--- config.mk ---
export PLATFORM = sky130hd
export DESIGN_NAME = edge_event_arbiter
export DESIGN_NICKNAME = d
export VERILOG_FILES = /design/src/rtl/edge_event_arbiter.sv
export SDC_FILE = /design/constraint.sdc
export NUM_CORES = 1
export LEC_CHECK = 0
export ABC_CLOCK_PERIOD_IN_PS = 5500
export BUFFER_PORTS_ARGS = -buffer_cell sky130_fd_sc_hd__buf_4
export CAP_MARGIN = 20
export CELL_PAD_IN_SITES_DETAIL_PLACEMENT = 0
export CELL_PAD_IN_SITES_GLOBAL_PLACEMENT = 2
export CORE_MARGIN = 2
export CORE_UTILIZATION = 38
export CTS_CLUSTER_SIZE = 8
export DETAILED_ROUTE_END_ITERATION = 16
export GPL_TIMING_DRIVEN = 1
export PLACE_DENSITY = 0.89
export SETUP_SLACK_MARGIN = 0.15
export SLEW_MARGIN = 15
export SYNTH_ARGS = -nofsm -noshare
export SYNTH_HDL_FRONTEND = slang
export SYNTH_HIERARCHICAL = 1
export SYNTH_SLANG_ARGS = --single-unit
export TNS_END_PERCENT = 5
--- constraint.sdc ---
create_clock -name clk -period 5.5 [get_ports clk]
set_clock_uncertainty 0.15 [all_clocks]
set_input_delay 0.275 -clock clk [delete_from_list [all_inputs] [get_ports clk]]
set_output_delay 0.275 -clock clk [all_outputs]
set_load 0.02 [all_outputs]
--- src/rtl/edge_event_arbiter.sv ---
// Multi-channel edge-event controller: per-channel synchroniser and edge
// detector feeding a one-deep pending slot, drained round-robin into a single
// registered valid/ready event stream.

// Per-channel lane: synchroniser, edge detect, pending slot, sticky overflow.
module edge_event_chan #(
  parameter int SYNC_STAGES = 2
) (
  input  logic clk,
  input  logic rst,
  input  logic i_d,
  input  logic i_rise_en,
  input  logic i_fall_en,
  input  logic i_grant,
  input  logic i_ovf_clr,
  output logic o_pend,
  output logic o_typ,
  output logic o_ovf
);
  logic [SYNC_STAGES-1:0] r_sync;
  logic r_prev, r_pend, r_typ, r_ovf;
  logic w_s, w_rise, w_fall, w_edge;

  assign w_s    = r_sync[SYNC_STAGES-1];
  assign w_rise = w_s & ~r_prev & i_rise_en;
  assign w_fall = ~w_s & r_prev & i_fall_en;
  assign w_edge = w_rise | w_fall;

  // Synchronise the async line and remember the previous synchronised level.
  always_ff @(posedge clk or negedge rst) begin
    if (!rst) begin
      r_sync <= '0;
      r_prev <= 1'b0;
    end else begin
      r_sync[0] <= i_d;
      for (int i = 1; i < SYNC_STAGES; i++) r_sync[i] <= r_sync[i-1];
      r_prev <= w_s;
    end
  end

  // Slot refills in the same cycle it is granted, so a grant never loses an edge.
  always_ff @(posedge clk or negedge rst) begin
    if (!rst) begin
      r_pend <= 1'b0;
      r_typ  <= 1'b0;
    end else if (w_edge && (!r_pend || i_grant)) begin
      r_pend <= 1'b1;
      r_typ  <= w_rise;
    end else if (i_grant) begin
      r_pend <= 1'b0;
    end
  end

  // Sticky overflow; a fresh drop takes priority over a clear in the same cycle.
  always_ff @(posedge clk or negedge rst) begin
    if (!rst)                              r_ovf <= 1'b0;
    else if (w_edge && r_pend && !i_grant) r_ovf <= 1'b1;
    else if (i_ovf_clr)                    r_ovf <= 1'b0;
  end

  assign o_pend = r_pend;
  assign o_typ  = r_typ;
  assign o_ovf  = r_ovf;
endmodule

module edge_event_arbiter #(
  parameter int NCH         = 4,
  parameter int SYNC_STAGES = 2
) (
  input  logic                    clk,
  input  logic                    rst,
  input  logic [NCH-1:0]          d_in,
  input  logic [NCH-1:0]          rise_en,
  input  logic [NCH-1:0]          fall_en,
  output logic                    evt_valid,
  input  logic                    evt_ready,
  output logic [$clog2(NCH)-1:0]  evt_ch,
  output logic                    evt_rise,
  output logic [NCH-1:0]          ovf,
  input  logic                    ovf_clr
);
  localparam int CW = $clog2(NCH);

  logic [NCH-1:0] w_pend, w_typ, w_gnt;
  logic           w_free, w_any;
  logic [CW-1:0]  w_idx;
  logic [CW-1:0]  r_last, r_ch;
  logic           r_valid, r_rise;

  // Output register can take a new event when empty or being consumed.
  assign w_free = ~r_valid | evt_ready;

  genvar g;
  generate
    for (g = 0; g < NCH; g++) begin : g_chan
      assign w_gnt[g] = w_free & w_any & (w_idx == CW'(g));
      edge_event_chan #(.SYNC_STAGES(SYNC_STAGES)) u_chan (
        .clk      (clk),
        .rst      (rst),
        .i_d      (d_in[g]),
        .i_rise_en(rise_en[g]),
        .i_fall_en(fall_en[g]),
        .i_grant  (w_gnt[g]),
        .i_ovf_clr(ovf_clr),
        .o_pend   (w_pend[g]),
        .o_typ    (w_typ[g]),
        .o_ovf    (ovf[g])
      );
    end
  endgenerate

  // Round-robin pick: scan offsets high to low so offset 1 (just after last grant) wins.
  always_comb begin
    logic [CW-1:0] cand;
    w_any = 1'b0;
    w_idx = '0;
    cand  = '0;
    for (int off = NCH; off >= 1; off--) begin
      cand = CW'((int'(r_last) + off) % NCH);
      if (w_pend[cand]) begin
        w_any = 1'b1;
        w_idx = cand;
      end
    end
  end

  // Present the granted event; hold everything stable under backpressure.
  always_ff @(posedge clk or negedge rst) begin
    if (!rst) begin
      r_valid <= 1'b0;
      r_ch    <= '0;
      r_rise  <= 1'b0;
      r_last  <= CW'(NCH-1);
    end else if (w_free) begin
      if (w_any) begin
        r_valid <= 1'b1;
        r_ch    <= w_idx;
        r_rise  <= w_typ[w_idx];
        r_last  <= w_idx;
      end else begin
        r_valid <= 1'b0;
      end
    end
  end

  assign evt_valid = r_valid;
  assign evt_ch    = r_ch;
  assign evt_rise  = r_rise;
endmodule
==> impl_metrics.env, run 1 <==
export IMPL_crit_type="flip-flop to flip-flop"
export IMPL_power_density_nw_per_um2=493
export IMPL_critPathRequiredTime_ns=5.56
export IMPL_grt_max_degree=31
export IMPL_yosys_warnings=6
export IMPL_drc=0
export IMPL_dpl_cell_count=177
export IMPL_antenna_found_initial=0
export IMPL_final_cells=190
export IMPL_top_usage_layer="met2"
export IMPL_insertion_delay_ns=0.32
export IMPL_max_slew_margin_rel=0.753
export IMPL_ys_ff_latch=30
export IMPL_finalCritPeriodShare=0.394
export IMPL_die_area_um2=3890
export IMPL_start_util=0.391
export IMPL_design_core_area_um2=3310
export IMPL_synth_largest_area_cell="dfrtp_1"
export IMPL_crit_start="r_last[0]"
export IMPL_via_count=923
export IMPL_hold_depth=2
export IMPL_finalNetCount=159
export IMPL_syn_cell_area_um2=1290
export IMPL_die_y_um=62.4
export IMPL_ant_nets=0
export IMPL_reg2reg_from="r_last[0]"
export IMPL_wl_per_cell_um=12.0
export IMPL_dr_first_iter_drc_count=25
export IMPL_placement_io_buffers=23
export IMPL_fp_row_count=21
export IMPL_use_met3=0.0580
export IMPL_synthArstFlopShare=1.00
export IMPL_min_period_ns=2.17
export IMPL_hold_viol_final=0
export IMPL_p_leak_nw=0.757
export IMPL_setup_tns_ns=0
export IMPL_viasPerCell=4.86
export IMPL_netlist_cell_type_count=26
export IMPL_yosys_area_top_type_share=0.542
export IMPL_met1_usage=0.149
export IMPL_ys_seq_area_frac=0.582
export IMPL_cap_violations=0
export IMPL_synth_cells_most_frequent="28 x dfrtp_1, 12 x nand2_1, 9 x inv_1"
export IMPL_cts_resized=0
export IMPL_antennaDiodeCount=0
export IMPL_io_pins=24
export IMPL_place_congestion=0.739
export IMPL_power_uw=806
export IMPL_dpl_hpwl_um=1640
export IMPL_r2r_cells=7
export IMPL_synth_most_common_cell="dfrtp_1"
export IMPL_cts_buffer_depth=2
export IMPL_cts_sinks=30
export IMPL_wirelength_um=2290
export IMPL_syn2layout_area_growth_pct=26.3
export IMPL_setup_viol=0
export IMPL_die_w_um=62.4
export IMPL_hp_class="input port to flip-flop"
export IMPL_outcome="finished clean"
export IMPL_hold_start="ovf_clr"
export IMPL_overflow=0
export IMPL_htree_levels=2
export IMPL_layout_drive_gt1_share=0.319
export IMPL_fillers=310
export IMPL_cts_made_buffers=5
export IMPL_cts_tree="built"
export IMPL_dpl_cell_area_um2=1520
export IMPL_ir_drop_mv=0.167
export IMPL_syn_avg_cell_area_um2=12.0
export IMPL_maxSlewViolCount=0
export IMPL_worstSetupEndpointType="flip-flop"
export IMPL_final_core_util=0.494
export IMPL_max_freq_mhz=462
export IMPL_synth_edf_count=0
export IMPL_regToRegSetupSlack_ns=3.33
export IMPL_worstSetupStartpointType="flip-flop"
export IMPL_grt_setup_unrepaired="false"
export IMPL_crit_fanout=5
export IMPL_grt_pass1_vias=925
export IMPL_ys_flop_type="dfrtp_1"
export IMPL_grt_pass1_wl_um=3990
export IMPL_grt_use_met2=0.227
export IMPL_final_area_um2=1630
export IMPL_arrival_ns=2.23
export IMPL_synthTopCellsByArea="dfrtp_1 54%, nand2b_4 4.3%, dfstp_2 4.1%"
export IMPL_drtPass1Iterations=4
export IMPL_worstMarginPinSlew_ns=0.367
export IMPL_root_buffer="clkbuf_4"
export IMPL_synth_cells=108
export IMPL_synth_nets=124
export IMPL_clkSlewWorstSetupHoldPaths_ns=0.10
export IMPL_grt_total_usage=0.135
-- worst max-delay path, stage by stage (launching register included) --
cell	delay (ns)
dfstp_2	0.56
and3b_1	0.20
o31ai_4	0.27
nand2b_2	0.22
nor2b_1	0.06
nand2b_4	0.15
a31o_1	0.22
a22o_1	0.23
-- final timing paths --
path / endpoint
max: g_chan[3].u_chan/o_typ
min: g_chan[1].u_chan/o_ovf
max reg2reg: g_chan[3].u_chan/o_typ
min reg2reg: g_chan[1].u_chan/r_sync[1]
max in group asynchronous: r_last[1]
min in group asynchronous: evt_ch[0]
-- state kept, by name (all words and copies together), names as in the netlist --
register / flops
g_chan.u_chan/o_ovf: 4
evt_valid: 1
g_chan.u_chan/r_prev: 4
g_chan.u_chan/r_sync: 8
evt_rise: 1
evt_ch: 2
r_last: 2
g_chan.u_chan/o_pend: 4
g_chan.u_chan/o_typ: 4
-- layout by cell type (no fill, tap or decap), types with 5 or more instances in the layout --
cell | Yosys | layout
nand3_1 | 6 | 6
clkbuf_4 | 0 | 5
dlygate4sd3_1 | 0 | 5
buf_4 | 0 | 23
nand2_1 | 12 | 12
inv_1 | 9 | 9
dfrtp_1 | 28 | 28
nor2_1 | 7 | 7
and3b_1 | 5 | 5
-- cell families after synthesis --
logic type,count (synthesis),synth area share
multiplexers,3,0.0271
AND/OR/NAND/NOR,42,0.200
flip-flops,30,0.582
AO/OA/AOI/OAI,24,0.164
buffers and inverters,9,0.0261
-- final cells by class --
type	count	area (µm²)	share of cell area
timing repair buffer	28	223	0.136
multi-input combinational	69	507	0.310
tap	46	57.6	0.0352
clock buffer	7	55.1	0.0337
inverter	9	33.8	0.0207
sequential	30	753	0.461
clock inverter	1	5.00	0.00306
-- through the flow --
step           hold slack (ns)  worst slack (ns)
2_1_floorplan           -0.171              3.47
4_1_cts                 0.0213              3.33
5_1_grt                 0.0196              3.23
3_3_place_gp            0.0717              3.41
6_report                0.0272              3.33
3_5_place_dp            0.0775              3.34
-- what timing repair did --
action                     in CTS  in global routing
hold endpoints to repair       32                  0
setup endpoints to repair       0                  0
hold buffers                    5                  0
buffers inserted                0                  0
-- power breakdown --
part           total (mW)  switching, mW  internal, mW  leakage [nW]
Clock               0.135         0.0736        0.0619        0.0353
Sequential          0.344         0.0628         0.281         0.336
Combinational       0.326          0.159         0.168         0.385
Total               0.806          0.295         0.511         0.757
-- per-layer routing --
| metal | vias up | routed length [µm] |
|---|---|---|
| met4 | 0 | 15 |
| li1 | 457 | - |
| met3 | 2 | 104 |
| met5 | - | 0 |
| met2 | 21 | 1130 |
| met1 | 443 | 1040 |
Note: power is estimated with default switching activity, not from simulation.
==> inputs of run 2 (changes only) <==
--- a/config.mk
+++ b/config.mk
@@ -5,17 +5,17 @@
 export SDC_FILE = /design/constraint.sdc
 export NUM_CORES = 1
 export LEC_CHECK = 0
-export ABC_CLOCK_PERIOD_IN_PS = 5500
+export ABC_CLOCK_PERIOD_IN_PS = 1900
 export BUFFER_PORTS_ARGS = -buffer_cell sky130_fd_sc_hd__buf_4
 export CAP_MARGIN = 20
 export CELL_PAD_IN_SITES_DETAIL_PLACEMENT = 0
 export CELL_PAD_IN_SITES_GLOBAL_PLACEMENT = 2
 export CORE_MARGIN = 2
-export CORE_UTILIZATION = 38
+export CORE_UTILIZATION = 32
 export CTS_CLUSTER_SIZE = 8
 export DETAILED_ROUTE_END_ITERATION = 16
 export GPL_TIMING_DRIVEN = 1
-export PLACE_DENSITY = 0.89
+export PLACE_DENSITY = 0.81
 export SETUP_SLACK_MARGIN = 0.15
 export SLEW_MARGIN = 15
 export SYNTH_ARGS = -nofsm -noshare
==> constraint.sdc (replaced) <==
create_clock -name clk -period 1.9 [get_ports clk]
set_clock_uncertainty 0.15 [all_clocks]
set_input_delay 0.095 -clock clk [delete_from_list [all_inputs] [get_ports clk]]
set_output_delay 0.095 -clock clk [all_outputs]
set_load 0.02 [all_outputs]
==> run 2 against run 1 <==
Net effect:
- the flow now finishes with violations (setup timing)
- design area increased by 17%
- combinational power increased to 4.2 times the previous value
- total power grew to 3.5 times the previous value
- routed wire length up 14%
- core utilization fell by 0.93 points
- worst setup slack worse by 3.4 ns
- die area up 17%
- flip-flop and latch count stayed put
- hold slack worse by 0.026 ns
- count of clock-buffer cells in the layout unchanged
- register-to-register slack lost 3.4 ns
- largest cell class unchanged
- largest power group is now combinational logic
==> impl_metrics.env, run 2 (same netlist as run 1, synthesis figures left out) <==
export IMPL_use_met3=0.0450
export IMPL_ant_nets=0
export IMPL_overflow=0
export IMPL_final_cell_mix="39 x buf_4, 28 x dfrtp_1, 13 x dlygate4sd3_1"
export IMPL_htree_levels=2
export IMPL_grt_use_met2=0.216
export IMPL_grt_max_degree=31
export IMPL_whs_ns=0.000756
export IMPL_layout_drive_gt1_share=0.405
export IMPL_dpl_hpwl_um=1870
export IMPL_design_core_area_um2=3940
export IMPL_grt_total_usage=0.136
export IMPL_final_core_util=0.484
export IMPL_grt_pass1_wl_um=4440
export IMPL_antennaDiodeCount=0
export IMPL_maxSlewViolCount=0
export IMPL_fp_row_count=23
export IMPL_drc=0
export IMPL_worstSetupEndpointType="flip-flop"
export IMPL_hp_class="input port to flip-flop"
export IMPL_seqPwrFrac=0.341
export IMPL_power_density_nw_per_um2=1490
export IMPL_place_congestion=0.813
export IMPL_finalCritPeriodShare=1.05
export IMPL_die_w_um=67.6
export IMPL_via_count=984
export IMPL_cts_sinks=30
export IMPL_max_slew_margin_rel=0.752
export IMPL_outcome="complete, but fails checks"
export IMPL_setup_ws_ns=-0.0964
export IMPL_antenna_found_initial=0
export IMPL_syn2layout_area_growth_pct=47.6
export IMPL_grt_pass1_vias=992
export IMPL_crit_type="flip-flop to flip-flop"
export IMPL_cts_made_buffers=5
export IMPL_arrival_ns=2.01
export IMPL_io_pins=24
export IMPL_p_leak_nw=0.898
export IMPL_p_clk_frac=0.183
export IMPL_viasPerCell=4.51
export IMPL_combPwrFrac=0.476
export IMPL_final_common_cell="buf_4"
export IMPL_setup_viol=4
export IMPL_ir_drop_mv=0.629
export IMPL_cap_violations=0
export IMPL_cts_buffer_depth=2
export IMPL_die_area_um2=4570
export IMPL_wirelength_um=2610
export IMPL_critPathRequiredTime_ns=1.92
export IMPL_worstMarginPinSlew_ns=0.372
export IMPL_worstSetupStartpointType="flip-flop"
export IMPL_grt_setup_unrepaired="true"
export IMPL_max_freq_mhz=501
export IMPL_regMostFlops="g_chan.u_chan/r_sync"
export IMPL_p_sw_uw=961
export IMPL_insertion_delay_ns=0.28
export IMPL_crit_fanout=7
export IMPL_swShare=0.337
export IMPL_dr_first_iter_drc_count=39
export IMPL_internal_power_mw=1.89
export IMPL_die_y_um=67.6
export IMPL_root_buffer="clkbuf_8"
export IMPL_violations="setup timing"
export IMPL_met1_usage=0.164
export IMPL_hold_viol_final=0
export IMPL_min_period_ns=2.00
export IMPL_power_mw=2.85
export IMPL_placement_io_buffers=23
export IMPL_clkSlewWorstSetupHoldPaths_ns=0.06
export IMPL_start_util=0.328
export IMPL_wl_per_cell_um=12.0
export IMPL_drtPass1Iterations=4
export IMPL_largest_reg_flops=8
export IMPL_cts_tree="built"
export IMPL_finalNetCount=183
export IMPL_top_usage_layer="met2"
export IMPL_post_place_ws_ns=-0.112
==> run 2: changes by cell type in the layout (fill, tap and decap cells not counted), sizes merged <==
cell,before,now
dlygate4sd3,5,13
buf,23,39
==> run 2: power groups by stage <==
stage | logic (mW) | registers [mW] | clock network [mW]
after global routing | 1.48 | 0.994 | 0.558
after floorplan | 0.653 | 1.04 | 0
final | 1.36 | 0.970 | 0.521
after CTS | 1.36 | 0.972 | 0.535
after global placement | 1.24 | 0.969 | 0
after detailed placement | 1.26 | 0.978 | 0
==> run 2: path summary, 6_finish.rpt <==
path,start,endpoint,slack (ns),depth (start not counted)
max in group asynchronous,rst,r_last[0],1.16,2
min in group asynchronous,rst,g_chan[1].u_chan/r_sync[0],0.12,2
min,fall_en[3],g_chan[3].u_chan/o_typ,0.0008,3
max reg2reg,r_last[1],g_chan[1].u_chan/o_typ,-0.1,7
max,r_last[1],g_chan[1].u_chan/o_typ,-0.1,7
min reg2reg,g_chan[1].u_chan/r_sync[0],g_chan[1].u_chan/r_sync[1],0.20,0
==> run 2: worst max-delay path: stages, from the launching register on <==
cell and delay, ns:
dfstp_2 0.59, mux2i_1 0.20, o22a_2 0.18, o21ai_4 0.08, nor2b_4 0.14, nand2b_4 0.13
a31o_1 0.21, a22o_1 0.20
==> run 2: final cells by class <==
| cell class | count | area [µm²] |
|---|---|---|
| clock inverter | 1 | 5.00 |
| multi-input combinational | 69 | 546 |
| sequential | 30 | 753 |
| tap | 50 | 62.6 |
| fill | 362 | 2030 |
| inverter | 9 | 33.8 |
| clock buffer | 7 | 86.3 |
| timing repair buffer | 52 | 423 |
==> run 2: metrics by stage <==
stage	instance area, µm²	instances	TNS (ns)
after floorplan	1300	108	-0.164
after global placement	1650	196	-0.180
after detailed placement	1650	196	-0.336
after CTS	1910	218	-0.390
after global routing	1910	218	-0.981
final	1910	218	-0.339
==> run 2: layer usage <==
metal / part of all wire / wire, µm / up-vias
li1: - / - / 494
met1: 0.45 / 1170 / 466
met2: 0.49 / 1270 / 19
met3: 0.045 / 117 / 5
met4: 0.021 / 55 / 0
met5: 0 / 0 / -
==> run 2: timing repair <==
item | 4_1_cts | 5_1_grt
hold buffers | 13 | 0
cloned | 0 | 0
hold endpoints to repair | 45 | 0
gates resized for setup | 5 | 1
pin swaps | 3 | 1
buffers inserted | 1 | 0
setup endpoints to repair | 10 | 14
